### src/rtl/qspi_target_pkg.sv
`default_nettype none
// ============================================================================
// Module   : qspi_target_pkg
// Purpose  : Command codes, phase lengths and FSM encoding shared with the initiator.
// Revision : 1.0
// ============================================================================

package qspi_target_pkg;

    localparam logic [7:0] c_cmd_rd = 8'hEB;
    localparam logic [7:0] c_cmd_wr = 8'h38;
    localparam logic [3:0] c_addr_n = 4'd6;

    typedef enum logic [2:0] {
        ST_IDLE   = 3'd0,
        ST_CMD    = 3'd1,
        ST_ADDR   = 3'd2,
        ST_DUMMY  = 3'd3,
        ST_RDATA  = 3'd4,
        ST_WDATA  = 3'd5,
        ST_IGNORE = 3'd6
    } qspi_state_t;

endpackage

`default_nettype wire

### src/rtl/qspi_target.sv
`default_nettype none
// ============================================================================
// Module   : qspi_target
// Purpose  : QPI read/write responder serving a byte-wide synchronous RAM port.
// Revision : 1.0
// ============================================================================

module qspi_target
    import qspi_target_pkg::*;
#(
    parameter int         AW     = 16,
    parameter int         DUMMY  = 6,
    parameter logic [7:0] CMD_RD = c_cmd_rd,
    parameter logic [7:0] CMD_WR = c_cmd_wr
) (
    input  logic          clk,
    input  logic          reset,
    input  logic          cs_n,
    input  logic [3:0]    qspi_in,
    output logic [3:0]    qspi_out,
    output logic [3:0]    qspi_oe,
    output logic [AW-1:0] mem_addr,
    output logic          mem_re,
    output logic          mem_we,
    output logic [7:0]    mem_wdata,
    input  logic [7:0]    mem_rdata,
    output logic          busy
);

    qspi_state_t r_state;
    qspi_state_t w_state_nxt;
    logic [3:0]  r_cnt;
    logic [23:0] r_addr;
    logic [3:0]  r_cmd_hi;
    logic        r_is_rd;
    logic [7:0]  r_data;
    logic [3:0]  r_nib;
    logic        r_lo;
    logic [7:0]  w_cmd;
    logic        w_stay;
    logic        w_drive;

    assign w_cmd  = {r_cmd_hi, qspi_in};
    assign w_stay = (w_state_nxt == r_state);
    assign busy   = (r_state != ST_IDLE);

    always_comb begin
        w_state_nxt = r_state;
        w_drive     = (r_state == ST_RDATA);
        qspi_oe     = {4{w_drive}};
        qspi_out    = 4'h0;
        mem_re      = 1'b0;
        mem_we      = 1'b0;
        mem_wdata   = 8'h00;
        mem_addr    = r_addr[AW-1:0];

        if (w_drive) begin
            qspi_out = r_lo ? r_data[3:0] : r_data[7:4];
        end

        if (cs_n) begin
            w_state_nxt = ST_IDLE;
        end else begin
            case (r_state)
                ST_IDLE:  w_state_nxt = ST_CMD;
                ST_CMD:   w_state_nxt = (w_cmd == CMD_RD || w_cmd == CMD_WR) ? ST_ADDR : ST_IGNORE;
                ST_ADDR: begin
                    if (r_cnt == c_addr_n - 4'd1) begin
                        w_state_nxt = r_is_rd ? ST_DUMMY : ST_WDATA;
                    end
                end
                ST_DUMMY: begin
                    mem_re = (r_cnt == 4'd0);
                    if (r_cnt == 4'(DUMMY - 1)) begin
                        w_state_nxt = ST_RDATA;
                    end
                end
                // Fetch the next byte while the high nibble of the current one is on the bus.
                ST_RDATA: begin
                    if (!r_lo) begin
                        mem_re   = 1'b1;
                        mem_addr = r_addr[AW-1:0] + AW'(1);
                    end
                end
                ST_WDATA: begin
                    if (r_lo) begin
                        mem_we    = 1'b1;
                        mem_wdata = {r_nib, qspi_in};
                    end
                end
                default: w_state_nxt = r_state;
            endcase
        end
    end

    always_ff @(posedge clk) begin
        if (!reset) begin
            r_state  <= ST_IDLE;
            r_cnt    <= 4'd0;
            r_addr   <= 24'd0;
            r_cmd_hi <= 4'd0;
            r_is_rd  <= 1'b0;
            r_data   <= 8'h00;
            r_nib    <= 4'd0;
            r_lo     <= 1'b0;
        end else begin
            r_state <= w_state_nxt;
            r_cnt   <= w_stay ? r_cnt + 4'd1 : 4'd0;
            r_lo    <= w_stay ? ~r_lo : 1'b0;
            if (!cs_n) begin
                case (r_state)
                    ST_IDLE:  r_cmd_hi <= qspi_in;
                    ST_CMD:   r_is_rd  <= (w_cmd == CMD_RD);
                    ST_ADDR:  r_addr   <= {r_addr[19:0], qspi_in};
                    ST_DUMMY: begin
                        if (r_cnt == 4'd1) begin
                            r_data <= mem_rdata;
                        end
                    end
                    ST_RDATA: begin
                        if (r_lo) begin
                            r_data <= mem_rdata;
                            r_addr <= r_addr + 24'd1;
                        end
                    end
                    ST_WDATA: begin
                        if (r_lo) begin
                            r_addr <= r_addr + 24'd1;
                        end else begin
                            r_nib <= qspi_in;
                        end
                    end
                    default: ;
                endcase
            end
        end
    end

endmodule

`default_nettype wire
### config.mk
export PLATFORM = sky130hd
export DESIGN_NAME = qspi_target
export DESIGN_NICKNAME = d
export VERILOG_FILES = /design/src/rtl/qspi_target_pkg.sv /design/src/rtl/qspi_target.sv
export SDC_FILE = /design/constraint.sdc
export NUM_CORES = 1
export LEC_CHECK = 0
export ABC_AREA = 1
export CELL_PAD_IN_SITES_DETAIL_PLACEMENT = 0
export CELL_PAD_IN_SITES_GLOBAL_PLACEMENT = 1
export CORE_AREA = 5 5 122 78
export CTS_BUF_LIST = sky130_fd_sc_hd__clkbuf_16
export DETAILED_ROUTE_END_ITERATION = 6
export DIE_AREA = 0 0 127 83
export PLACE_DENSITY = 0.7
export SLEW_MARGIN = 20
export SYNTH_ARGS = -nofsm -noshare
export SYNTH_HDL_FRONTEND = slang
export SYNTH_SLANG_ARGS = --single-unit
### constraint.sdc
create_clock -name clk -period 1.5 [get_ports clk]
set_input_delay 0.3 -clock clk [delete_from_list [all_inputs] [get_ports clk]]
set_output_delay 0.3 -clock clk [all_outputs]
set_load 0.005 [all_outputs]
After elaboration in Yosys (flattened, before gate mapping):

Index checks and enable logic that the tools add are counted.

* register bits: 49
* output and inout port bits: 35
* word-level logic and storage cells: 64

* $add $sub $neg: 3
* eq/ne operators: 13
* muxes and demuxes: 25
* bitwise operators: 2
* reductions and logical operators: 13

Operator list (count)
* two-way mux 16 bit: 3
* case mux 24 bit (2 select lines): 1
* two-way mux 8 bit: 5
* adder 24 x 1 -> 24 bit (second input constant): 1
* two-way mux 24 bit: 1
* adder 16 x 1 -> 16 bit (second input constant): 1
* case mux 8 bit (2 select lines): 1
* two-way mux 3 bit: 5
* case mux 3 bit (4 select lines): 1
* equality test 8 x 6 -> 1 bit (second input constant): 1
* equality test 8 bit (second input constant): 1
* two-way mux 4 bit: 2
* equality test 3 x 2 -> 1 bit (second input constant): 2
* equality test 3 bit (second input constant): 2
* AND reduction 2 bit: 3
* AND reduction 3 bit: 2
* two-way mux 1 bit: 5
* adder 4 x 1 -> 4 bit (second input constant): 1
* equality test 4 x 1 -> 1 bit (second input constant): 1
* equality test 4 x 3 -> 1 bit (second input constant): 1
* zero test 4 bit: 1
* != test 2 bit (second input constant): 2
* AND reduction 4 bit: 1
* nonzero test 2 bit: 2
* 9 further kinds: 10

Longest topological paths before layout:

Gate-level depths: netlist of run 1.

* depth in word-level cells: 7
* gate-level depth with buffers: 11

Worst setup path before layout of run 1:

Ideal clock, no wire load.

* kind: reg-to-output
* start: register r_addr[0]
* end: output port mem_addr[12]
* arrival: 1.310 ns
* required time: 1.200 ns
* slack: -0.110 ns
* cell stages (with the launch flop): 7
* path buffers: 0
* cells stage by stage: dfxtp_1 ha_1 nand2_1 nor2_2 nand3_2 nor3_1 xor2_1

* word-level cells in the longest chain between the ends: 4

RTL lines
* start: declaration: line qspi_target.sv:33 `logic [23:0] r_addr;`
* start signal: assignment: line qspi_target.sv:114 `ST_ADDR: r_addr <= {r_addr[19:0], qspi_in};`
* start signal: assignment: line qspi_target.sv:123 `r_addr <= r_addr + 24'd1;`
* start signal: assignment: line qspi_target.sv:128 `r_addr <= r_addr + 24'd1;`
* adder 16 x 1 -> 16 bit: line qspi_target.sv:82 `mem_addr = r_addr[AW-1:0] + AW'(1);`
* two-way mux 16 bit: line qspi_target.sv:80 `if (!r_lo) begin`
* two-way mux 16 bit: line qspi_target.sv:64 `case (r_state)`
* two-way mux 16 bit: line qspi_target.sv:61 `if (cs_n) begin`
* end: declaration: line qspi_target.sv:22 `output logic [AW-1:0] mem_addr,`

No other way between the ends.

Worst setup path in the final report of run 1:

* start: register r_addr[0]
* end: output port mem_addr[14]

The elaborated chain is that of the path after synthesis.

==> results of run 1 <==
registers in the layout (all words and copies together), names as in the netlist:
| signal | flops |
|---|---|
| r_is_rd | 1 |
| r_nib | 4 |
| r_cnt | 4 |
| r_data | 8 |
| r_addr | 16 |
| r_lo | 1 |
| r_cmd_hi | 4 |
| r_state | 3 |
worst max-delay path: stages, from the launching register on:
cell and delay (ns):
sky130_fd_sc_hd__dfxtp_4 0.37, sky130_fd_sc_hd__ha_4 0.15, sky130_fd_sc_hd__nand2_4 0.05, sky130_fd_sc_hd__nor2_4 0.15, sky130_fd_sc_hd__buf_6 0.13, sky130_fd_sc_hd__nand3_4 0.12, sky130_fd_sc_hd__nor2_4 0.16, sky130_fd_sc_hd__nand2_2 0.06
sky130_fd_sc_hd__xor2_1 0.13, sky130_fd_sc_hd__buf_2 0.12
final timing paths:
check,start,end,slack [ns],cells after the start
hold reg to reg,r_nib[2]$_SDFFE_PN0P_,r_nib[2]$_SDFFE_PN0P_,0.46,2
setup reg to reg,r_state[1]$_SDFF_PN0_,r_data[3]$_SDFFE_PN0P_,-0.24,14
setup / recovery,r_addr[0]$_SDFFE_PN0P_,mem_addr[14],-0.53,9
hold / removal,r_nib[2]$_SDFFE_PN0P_,r_nib[2]$_SDFFE_PN0P_,0.46,2
power by group:
| group | total, mW | switching (mW) | internal, mW |
|---|---|---|---|
| sequential | 1.15 | 0.0290 | 1.12 |
| combinational | 0.597 | 0.297 | 0.300 |
| clock | 1.04 | 0.441 | 0.599 |
| total | 2.79 | 0.767 | 2.02 |
logic make-up (layout without fill, tap and decap cells):
kind of cell / after synthesis / count (layout)
simple gates: 179 / 180
fa+ha+maj: 4 / 4
buf+inv: 68 / 261
flops: 41 / 41
xor+xnor: 14 / 14
compound gates: 93 / 93
placed cells by master (no fill, tap or decap), types with 7 or more instances in the layout:
| cell type | n |
|---|---|
| sky130_fd_sc_hd__clkdlybuf4s50_1 | 13 |
| sky130_fd_sc_hd__buf_4 | 103 |
| sky130_fd_sc_hd__nor2_2 | 9 |
| sky130_fd_sc_hd__nand2_2 | 15 |
| sky130_fd_sc_hd__inv_2 | 7 |
| sky130_fd_sc_hd__dfxtp_2 | 12 |
| sky130_fd_sc_hd__buf_2 | 31 |
| sky130_fd_sc_hd__o21ai_0 | 10 |
| sky130_fd_sc_hd__nor2_4 | 19 |
| sky130_fd_sc_hd__xor2_1 | 8 |
| sky130_fd_sc_hd__nand3_1 | 7 |
| sky130_fd_sc_hd__nand2_4 | 10 |
| sky130_fd_sc_hd__dfxtp_1 | 26 |
| sky130_fd_sc_hd__o21ai_2 | 13 |
| sky130_fd_sc_hd__a21oi_1 | 23 |
| sky130_fd_sc_hd__o21ai_1 | 22 |
| sky130_fd_sc_hd__nand2_1 | 56 |
| sky130_fd_sc_hd__nand4_1 | 8 |
| sky130_fd_sc_hd__a21oi_2 | 16 |
| sky130_fd_sc_hd__inv_1 | 39 |
| sky130_fd_sc_hd__nor2_1 | 37 |
| sky130_fd_sc_hd__buf_6 | 45 |
metrics by stage:
step | std cells | total power [mW]
2_1_floorplan | 399 | 1.36
3_3_place_gp | 637 | 1.57
3_5_place_dp | 637 | 1.57
4_1_cts | 685 | 2.71
5_1_grt | 705 | 2.92
6_report | 705 | 2.79
per-layer routing:
metal	GRT usage	vias to the layer above
li1	-	1677
met1	0.259	1517
met4	0.0341	0
met2	0.280	90
met5	0	-
met3	0.0391	7
what timing repair did:
item | in CTS | in global routing
hold buffers | 0 | 0
resized for setup | 263 | 144
gates cloned | 2 | 0
setup buffers | 40 | 34
pin swaps | 43 | 37
endpoints found under the setup margin | 56 | 72
area by class of cell:
type,instances,area share
inverters,51,0.0440
repair buffers,201,0.334
clock buffers,5,0.0246
clock inverters,3,0.00221
repair inverters,1,0.00319
well taps,112,0.0275
multi-input cells,291,0.399
flip-flops and latches,41,0.166
==> qor.txt, run 1 <==
Post-route design area = 5090 µm²
Final Net Count = 611
Mux cell area share after synthesis = 0
Diodes inserted = 0
Die height = 83 µm
Classification of the worst setup path = reg -> out
Complex-gate fraction of the synthesized area = 0.194
Worst path required time = 1.20 ns
P_leak = 2.23 nW
Violated checks = negative setup slack
Pre-antenna DRT Iters = 4
Arrival time of data at the critical path endpoint = 1.73 ns
Synthesized area divided by synthesized cell count = 6.38 µm²
Max-slew violation total from the final report = 0
Reg area = 847 µm²
YS warnings = 0
Fill cell count = 710
Distinct cell type count of the synthesized netlist = 32
Number of enable flip-flop cells after synthesis = 0
Transition at the pin with the smallest max-transition slack = 0.316 ns
Std cell rows = 26
Flops & latches, synth = 41
Die Outline Area = 10500 µm²
Async SR Flop Fraction = 0
Wire length on met3 = 664 µm
Capturing element type of the critical path = output port
DR vias = 3291
Ratio of routed vias to standard cells = 4.67
Clock Sink Count = 41
P per Cell Area = 548 nW/µm²
CTS tree = yes
H-Tree Depth = 2
Routed Wire Length = 9.97 mm
Routed wire length on met2 = 4.47 mm
Area occupied by multi-input gates = 2030 µm²
Hold violation total from the final report = 0
Dominant synthesized flop cell = sky130_fd_sc_hd__dfxtp_1
Dominant combinational cell family by area after synthesis = simple AND/OR/NAND/NOR gates
Total global routing overflow = 0
Summed negative setup slack over all endpoints = -13.83 ns
Fraction of final layout cells with drive strength greater than 1 = 0.560
DIE WIDTH = 127 µm
Worst hold margin = 0.459 ns
Clock root buffer = sky130_fd_sc_hd__clkbuf_16
Post-synth top area cell = sky130_fd_sc_hd__dfxtp_1
Max-Slew Margin vs Limit = 0.789
Run status = complete, but fails checks
Wire length per cell after detailed routing = 14.1 µm
Sequential area share after synthesis = 0.322
Placer congestion estimate = 0.883
Max Cap Viol = 0
Type of the most critical hold path = reg -> reg
Top sig layer = met4
Final setup fails = 56
Clock Latency Late Sink = 0.29 ns
Layout overhead on the synthesized area = 100%
Final worst-path cycle share = 1.35
Post-Synth XOR/XNOR Area = 0.0481
Floorplan core area = 8260 µm²
Final Core Density = 0.616
Number of I/O pins = 50
Synth Cell Area = 2550 µm²
Drt drc = 0
Worst voltage drop across the vdd grid = 0.351 mV
Cells taking the most area after synthesis = sky130_fd_sc_hd__dfxtp_1 (32%), sky130_fd_sc_hd__nand2_1 (11%), sky130_fd_sc_hd__nor2_1 (9.0%), sky130_fd_sc_hd__o21ai_0 (8.3%), sky130_fd_sc_hd__a21oi_1 (8.1%)
Critical path peak fanout = 4
Detailed-routing wirelength on met1 = 4.78 mm
Maximum buffer depth of the clock tree = 2
Post-detail-place hpwl = 6.16 mm
List of most frequent post-synthesis cells = sky130_fd_sc_hd__nand2_1 (77), sky130_fd_sc_hd__nor2_1 (61), sky130_fd_sc_hd__inv_1 (44), sky130_fd_sc_hd__o21ai_0 (42)
Share of synthesized cell area in and, or, nand and nor gates = 0.295
FMAX = 0.493 GHz
Most frequent cell after synthesis = sky130_fd_sc_hd__nand2_1
Adder-cell area share of the yosys netlist = 0.0196
Initial antenna violation count = 0
GRT Util Overall = 0.181
Worst setup slack after layout = -0.530 ns
Area share of the leading cell type in the synthesized netlist = 0.322
Startpoint kind of the worst setup timing path = flip-flop
Setup slack after placement = -0.940 ns
RSZ-0062 raised after global routing = true
Maximum number of pins on one net before global-route repair = 28
Clk slew on worst S/H paths = 0.06 ns
Post-synthesis cell count = 399
Post-layout minimum cycle time = 2.03 ns
Synthesized Nets = 418
# port buffers = 49
Vias in the first global route = 3256
Initial detailed-routing violation count = 238
Dpl cell area = 3820 µm²
Global-route wire length before repair = 15.7 mm
Antenna-violating nets left = 0
Clock skew = 0.00294 ns
Clock buffers created by TritonCTS = 5
Initial core utilization = 0.308
Note: power is estimated with default switching activity, not from simulation.
==> inputs of run 2 (changes only) <==
--- a/config.mk
+++ b/config.mk
@@ -8,11 +8,11 @@
 export ABC_AREA = 1
 export CELL_PAD_IN_SITES_DETAIL_PLACEMENT = 0
 export CELL_PAD_IN_SITES_GLOBAL_PLACEMENT = 1
-export CORE_AREA = 5 5 122 78
+export CORE_AREA = 5 5 111 71
 export CTS_BUF_LIST = sky130_fd_sc_hd__clkbuf_16
 export DETAILED_ROUTE_END_ITERATION = 6
-export DIE_AREA = 0 0 127 83
-export PLACE_DENSITY = 0.7
+export DIE_AREA = 0 0 116 76
+export PLACE_DENSITY = 0.8
 export SLEW_MARGIN = 20
 export SYNTH_ARGS = -nofsm -noshare
 export SYNTH_HDL_FRONTEND = slang
==> constraint.sdc (replaced) <==
create_clock -name clk -period 2.55 [get_ports clk]
set_input_delay 0.51 -clock clk [delete_from_list [all_inputs] [get_ports clk]]
set_output_delay 0.51 -clock clk [all_outputs]
set_load 0.005 [all_outputs]
==> run 2 against run 1 <==
The flow now finishes without violations. Worst hold slack worse by 0.0079 ns. Non-clock buffer count down 123. Sequential cell count unchanged.
==> qor.txt, run 2 (synthesis gave the netlist of run 1 again) <==
Run status = complete, no violations
Max-Slew Margin vs Limit = 0.745
Initial detailed-routing violation count = 153
Drt drc = 0
Routed wire length on met2 = 2.90 mm
Psw = 0.370 mW
Number of I/O pins = 50
Dpl cell area = 3230 µm²
Max Cap Viol = 0
Commonest non-fill, non-tap cells in the layout = sky130_fd_sc_hd__nand2_1 (75), sky130_fd_sc_hd__nor2_1 (56), sky130_fd_sc_hd__inv_1 (43)
Clock buffers created by TritonCTS = 5
# port buffers = 49
R2R cell count = 9
Buffers & Inverters on Critical Path = 3
Top sig layer = met4
Placer congestion estimate = 0.859
Classification of the worst setup path = reg -> out
Transition at the pin with the smallest max-transition slack = 0.381 ns
RSZ-0062 raised after global routing = false
Initial core utilization = 0.369
Post-layout minimum cycle time = 2.41 ns
Switching part of the total power = 0.253
Hold violation total from the final report = 0
Flop pwr share = 0.466
Capture point of the worst reg-to-reg path = r_addr[14]$_SDFFE_PN0P_
GRT Util Overall = 0.173
Critical path peak fanout = 8
Die height = 76 µm
Final setup fails = 0
Worst path top cell family by delay = buffers and inverters
Post-detail-place hpwl = 5.48 mm
Ratio of routed vias to standard cells = 4.84
Register with the most flip-flops = r_addr
Clock share of power = 0.406
Clock Latency Late Sink = 0.28 ns
Layout overhead on the synthesized area = 36.2%
Total global routing overflow = 0
Maximum number of pins on one net before global-route repair = 29
Clock root buffer = sky130_fd_sc_hd__clkbuf_16
Worst Min Path Start = r_nib[0]$_SDFFE_PN0P_
Hold endpoint = r_nib[0]$_SDFFE_PN0P_
Routed Wire Length = 7.37 mm
P per Cell Area = 422 nW/µm²
Combinational power share = 0.128
Post-route design area = 3470 µm²
Wire length per cell after detailed routing = 13.2 µm
P_leak = 1.43 nW
Most frequent standard cell in the layout excluding fill and tap cells = sky130_fd_sc_hd__nand2_1
Critical path depth in cells = 5
Fraction of final layout cells with drive strength greater than 1 = 0.148
Global-route wire length before repair = 12.3 mm
Top Registers = r_addr x16, r_data x8
Clock Sink Count = 41
Max incr delay on CP = 0.50 ns
Std cell rows = 24
Antenna-violating nets left = 0
Detailed-routing wirelength on met1 = 3.82 mm
H-Tree Depth = 2
Startpoint of the lowest-slack register-to-register path = r_state[1]$_SDFF_PN0_
Wire length on met3 = 601 µm
Final Net Count = 486
Internal Power = 1.09 mW
Worst voltage drop across the vdd grid = 0.214 mV
Number of instances on the worst hold path = 2
Maximum buffer depth of the clock tree = 2
Die Outline Area = 8820 µm²
DIE WIDTH = 116 µm
CP max-delay cell = sky130_fd_sc_hd__clkdlybuf4s50_1
CP most frequent cell = sky130_fd_sc_hd__inv_2
Pre-antenna DRT Iters = 4
Clk slew on worst S/H paths = 0.06 ns
Flip-flop count of the largest register, all copies and words added = 16
Startpoint kind of the worst setup timing path = flip-flop
Final Core Density = 0.502
CP cell instances = inv_2, nor3_4, inv_2, nor2_1, clkdlybuf4s50_1
Max-slew violation total from the final report = 0
CTS tree = yes
Worst reg-to-reg setup slack = 0.79 ns
Final worst-path cycle share = 0.944
Diodes inserted = 0
Worst path required time = 2.04 ns
Type of the most critical hold path = reg -> reg
DR vias = 2698
Arrival time of data at the critical path endpoint = 1.90 ns
Clock skew = 0.00514 ns
Initial antenna violation count = 0
FMAX = 0.415 GHz
Capturing element type of the critical path = output port
Worst hold margin = 0.451 ns
Vias in the first global route = 2474
Fill cell count = 706
Floorplan core area = 6910 µm²
run 2: changes by cell type in the layout (fill, tap and decap cells not counted), moves of 15 or more:
cell,previous run,this run
sky130_fd_sc_hd__a21oi_1,23,41
sky130_fd_sc_hd__a21oi_2,16,1
sky130_fd_sc_hd__buf_2,31,0
sky130_fd_sc_hd__buf_4,103,25
sky130_fd_sc_hd__buf_6,45,2
sky130_fd_sc_hd__clkdlybuf4s50_1,13,31
sky130_fd_sc_hd__nand2_1,56,75
sky130_fd_sc_hd__nor2_1,37,56
sky130_fd_sc_hd__nor2_4,19,2
sky130_fd_sc_hd__o21ai_0,10,41
sky130_fd_sc_hd__o21ai_1,22,5
run 2: stage by stage:
stage / setup TNS [ns] / setup WS (ns) / std cells / total power [mW]
finish: 0 / 0.143 / 558 / 1.46
global route: 0 / 0.00707 / 558 / 1.54
CTS: -0.0166 / -0.00873 / 555 / 1.48
detailed placement: -4.04 / -0.237 / 546 / 0.881
global placement: -3.64 / -0.205 / 546 / 0.878
floorplan: 0 / 0.684 / 399 / 0.797
run 2: power groups by stage:
stage	clock, mW	combinational [mW]	sequential [mW]
after floorplan	0	0.107	0.690
after global placement	0	0.184	0.694
after CTS	0.612	0.187	0.682
after global routing	0.639	0.211	0.686
final	0.594	0.188	0.682
after detailed placement	0	0.186	0.695
run 2: tightest hold or removal path: cells and delay by family (launching register included):
family                 cells  cell delay (ns)
buffers and inverters      1             0.06
flip-flops                 1             0.29
AO/OA/AOI/OAI              1             0.05
run 2: cell type report:
type                            instances  area (µm²)  share of cell area
Multi-Input combinational cell        290        1470               0.423
Sequential cell                        41         828               0.239
Timing Repair Buffer                   78         729               0.210
Inverter                               51         196              0.0566
Clock buffer                            5         125              0.0361
Tap cell                               91         114              0.0328
Clock inverter                          2        7.51             0.00216
run 2: worst max-delay path by stage:
stage | from | to | slack (ns)
final | r_lo$_SDFF_PN0_ | mem_wdata[7] | 0.14
after global routing | r_lo$_SDFF_PN0_ | mem_wdata[4] | 0.007
after CTS | cs_n | mem_addr[0] | -0.009
after floorplan | cs_n | mem_addr[14] | 0.68
after detailed placement | cs_n | mem_addr[9] | -0.24
after global placement | cs_n | mem_addr[9] | -0.20
run 2: routing by layer:
metal / vias to the layer above / track usage
met2: 80 / 0.242
met4: 0 / 0.0348
met3: 5 / 0.0468
met5: - / 0
met1: 1193 / 0.263
li1: 1420 / -
run 2: what timing repair did:
action | in CTS | in global routing
pin swaps | 3 | 2
hold buffers | 0 | 0
endpoints found under the setup margin | 25 | 14
hold endpoints to repair | 0 | 0
gates resized for setup | 36 | 7
buffers inserted | 2 | 3
==> inputs of run 3 (changes only) <==
--- a/config.mk
+++ b/config.mk
@@ -8,11 +8,11 @@
 export ABC_AREA = 1
 export CELL_PAD_IN_SITES_DETAIL_PLACEMENT = 0
 export CELL_PAD_IN_SITES_GLOBAL_PLACEMENT = 1
-export CORE_AREA = 5 5 111 71
+export CORE_AREA = 5 5 122 78
 export CTS_BUF_LIST = sky130_fd_sc_hd__clkbuf_16
 export DETAILED_ROUTE_END_ITERATION = 6
-export DIE_AREA = 0 0 116 76
-export PLACE_DENSITY = 0.8
+export DIE_AREA = 0 0 127 83
+export PLACE_DENSITY = 0.7
 export SLEW_MARGIN = 20
 export SYNTH_ARGS = -nofsm -noshare
 export SYNTH_HDL_FRONTEND = slang
==> constraint.sdc (replaced) <==
create_clock -name clk -period 2.05 [get_ports clk]
set_input_delay 0.41 -clock clk [delete_from_list [all_inputs] [get_ports clk]]
set_output_delay 0.41 -clock clk [all_outputs]
set_load 0.005 [all_outputs]
==> run 3 against run 2 <==
The run now ends with negative setup slack left. Global-route usage decreased by 1.4 points. Power is 29% higher. First-iteration DRC count grew 2.6%. Clock power is 28% higher. Critical path depth increased by 3.
==> qor.txt, run 3 (synthesis gave the netlist of run 1 again) <==
Worst setup slack after layout = -0.0895 ns
Fraction of final layout cells with drive strength greater than 1 = 0.331
Max-slew violation total from the final report = 0
Arrival time of data at the critical path endpoint = 1.73 ns
Initial detailed-routing violation count = 157
Number of I/O pins = 50
P per Cell Area = 473 nW/µm²
Worst hold margin = 0.456 ns
Total of hold buffers inserted after clock tree synthesis = 0
Worst path required time = 1.64 ns
Vias in the first global route = 2854
Maximum number of pins on one net before global-route repair = 20
Top Registers = r_addr x16, r_data x8
Total global routing overflow = 0
Post-detail-place hpwl = 6.05 mm
Startpoint kind of the worst setup timing path = flip-flop
Clk slew on worst S/H paths = 0.06 ns
Crit path launch = r_addr[0]$_SDFFE_PN0P_
Antenna-violating nets left = 0
Global-route wire length before repair = 13.9 mm
CP max-delay cell = sky130_fd_sc_hd__dfxtp_4
Hold violation total from the final report = 0
Maximum buffer depth of the clock tree = 2
Die Outline Area = 10500 µm²
Register with the most flip-flops = r_addr
Ratio of routed vias to standard cells = 4.63
Floorplan core area = 8260 µm²
CP cell instances = ha_4, nand2_4, nor2_4, buf_6, nand3_4, nor3_4, xor2_1, clkbuf_2
# port buffers = 49
Placed Instances = 606
Transition at the pin with the smallest max-transition slack = 0.317 ns
Worst voltage drop across the vdd grid = 0.268 mV
Commonest non-fill, non-tap cells in the layout = sky130_fd_sc_hd__nand2_1 (70), sky130_fd_sc_hd__buf_4 (67), sky130_fd_sc_hd__nor2_1 (48)
GRT Util Overall = 0.159
Worst Min Path Start = r_nib[1]$_SDFFE_PN0P_
Max Cap Viol = 0
Startpoint of the lowest-slack register-to-register path = r_addr[0]$_SDFFE_PN0P_
Final Core Density = 0.483
Layout overhead on the synthesized area = 56.8%
DR vias = 2929
Final worst-path cycle share = 1.04
CTS tree = yes
Max incr delay on CP = 0.37 ns
Final Instance Count excl. Fillers = 633
Placer congestion estimate = 0.879
FMAX = 0.467 GHz
Routed Wire Length = 8.60 mm
Std cell rows = 26
Clock root buffer = sky130_fd_sc_hd__clkbuf_16
Clock Latency Late Sink = 0.29 ns
Clock Sink Count = 41
Max-Slew Margin vs Limit = 0.788
Pre-antenna DRT Iters = 4
DIE WIDTH = 127 µm
Post-layout minimum cycle time = 2.14 ns
M1 GR Usage = 0.235
Clock buffers created by TritonCTS = 5
Type of the most critical hold path = reg -> reg
H-Tree Depth = 2
Die height = 83 µm
Run status = complete, but fails checks
Initial core utilization = 0.308
Top Usage Layer GRT = met1
Final setup fails = 6
Critical path peak fanout = 4
Initial antenna violation count = 1
Most frequent standard cell in the layout excluding fill and tap cells = sky130_fd_sc_hd__nand2_1
Classification of the worst setup path = reg -> out
Met3 demand-to-capacity share in global routing = 0.0449
Global Route met2 Usage = 0.233
Wire length per cell after detailed routing = 13.6 µm
Clock skew = 0.00683 ns
Violated checks = negative setup slack
Flip-flop count of the largest register, all copies and words added = 16
Final Net Count = 538
RSZ-0062 raised after global routing = true
Drt drc = 0
P_leak = 1.73 nW
Capturing element type of the critical path = output port
[run 3: critical path, delay by kind of cell, from the launching register on]
family,cells,cell delay [ns]
and+or+nand+nor,4,0.49
adders and majority gates,1,0.15
DFF,1,0.37
buffers and inverters,2,0.26
xor gates and xnor gates,1,0.18
[run 3: final timing paths]
path / end / slack (ns) / cells after the start
max: mem_addr[12] / -0.09 / 8
max reg2reg: r_addr[10]$_SDFFE_PN0P_ / 0.44 / 12
min: r_nib[1]$_SDFFE_PN0P_ / 0.46 / 2
min reg2reg: r_nib[1]$_SDFFE_PN0P_ / 0.46 / 2
[run 3: per-stage QoR]
step,setup WS (ns),cell area [µm²],total power [mW],TNS (ns)
6_report,-0.0895,3990,1.89,-0.228
5_1_grt,-0.146,3990,1.99,-0.971
4_1_cts,-0.189,3830,1.90,-0.582
3_5_place_dp,-0.517,3540,1.12,-11.96
3_3_place_gp,-0.477,3540,1.12,-10.62
2_1_floorplan,0.330,2550,0.991,0
[run 3: area by class of cell]
type | count | area (µm²)
Fill cell | 895 | 4270
Multi-Input combinational cell | 290 | 1640
Timing Repair Buffer | 130 | 1040
Sequential cell | 41 | 841
Inverter | 51 | 196
Tap cell | 112 | 140
Clock buffer | 5 | 125
Clock inverter | 3 | 13.8
Antenna cell | 1 | 2.50
[run 3: what timing repair did]
| action | in CTS | in global routing |
|---|---|---|
| endpoints found under the setup margin | 30 | 23 |
| resized for setup | 103 | 71 |
| pin swaps | 6 | 21 |
| gates cloned | 0 | 0 |
| buffers inserted | 11 | 8 |
[run 3: per-layer routing]
layer,part of all wire,vias to the layer above,wire length (µm)
met5,0,-,0
met4,0.0087,0,75
met3,0.067,9,579
met2,0.41,69,3550
met1,0.51,1328,4400
li1,-,1523,-
[run 3: where the power goes]
group          leakage, nW  internal [mW]  switching [mW]  total, mW
clock               0.0748          0.442           0.321      0.763
sequential           0.338          0.821          0.0225      0.843
combinational         1.32          0.132           0.149      0.281
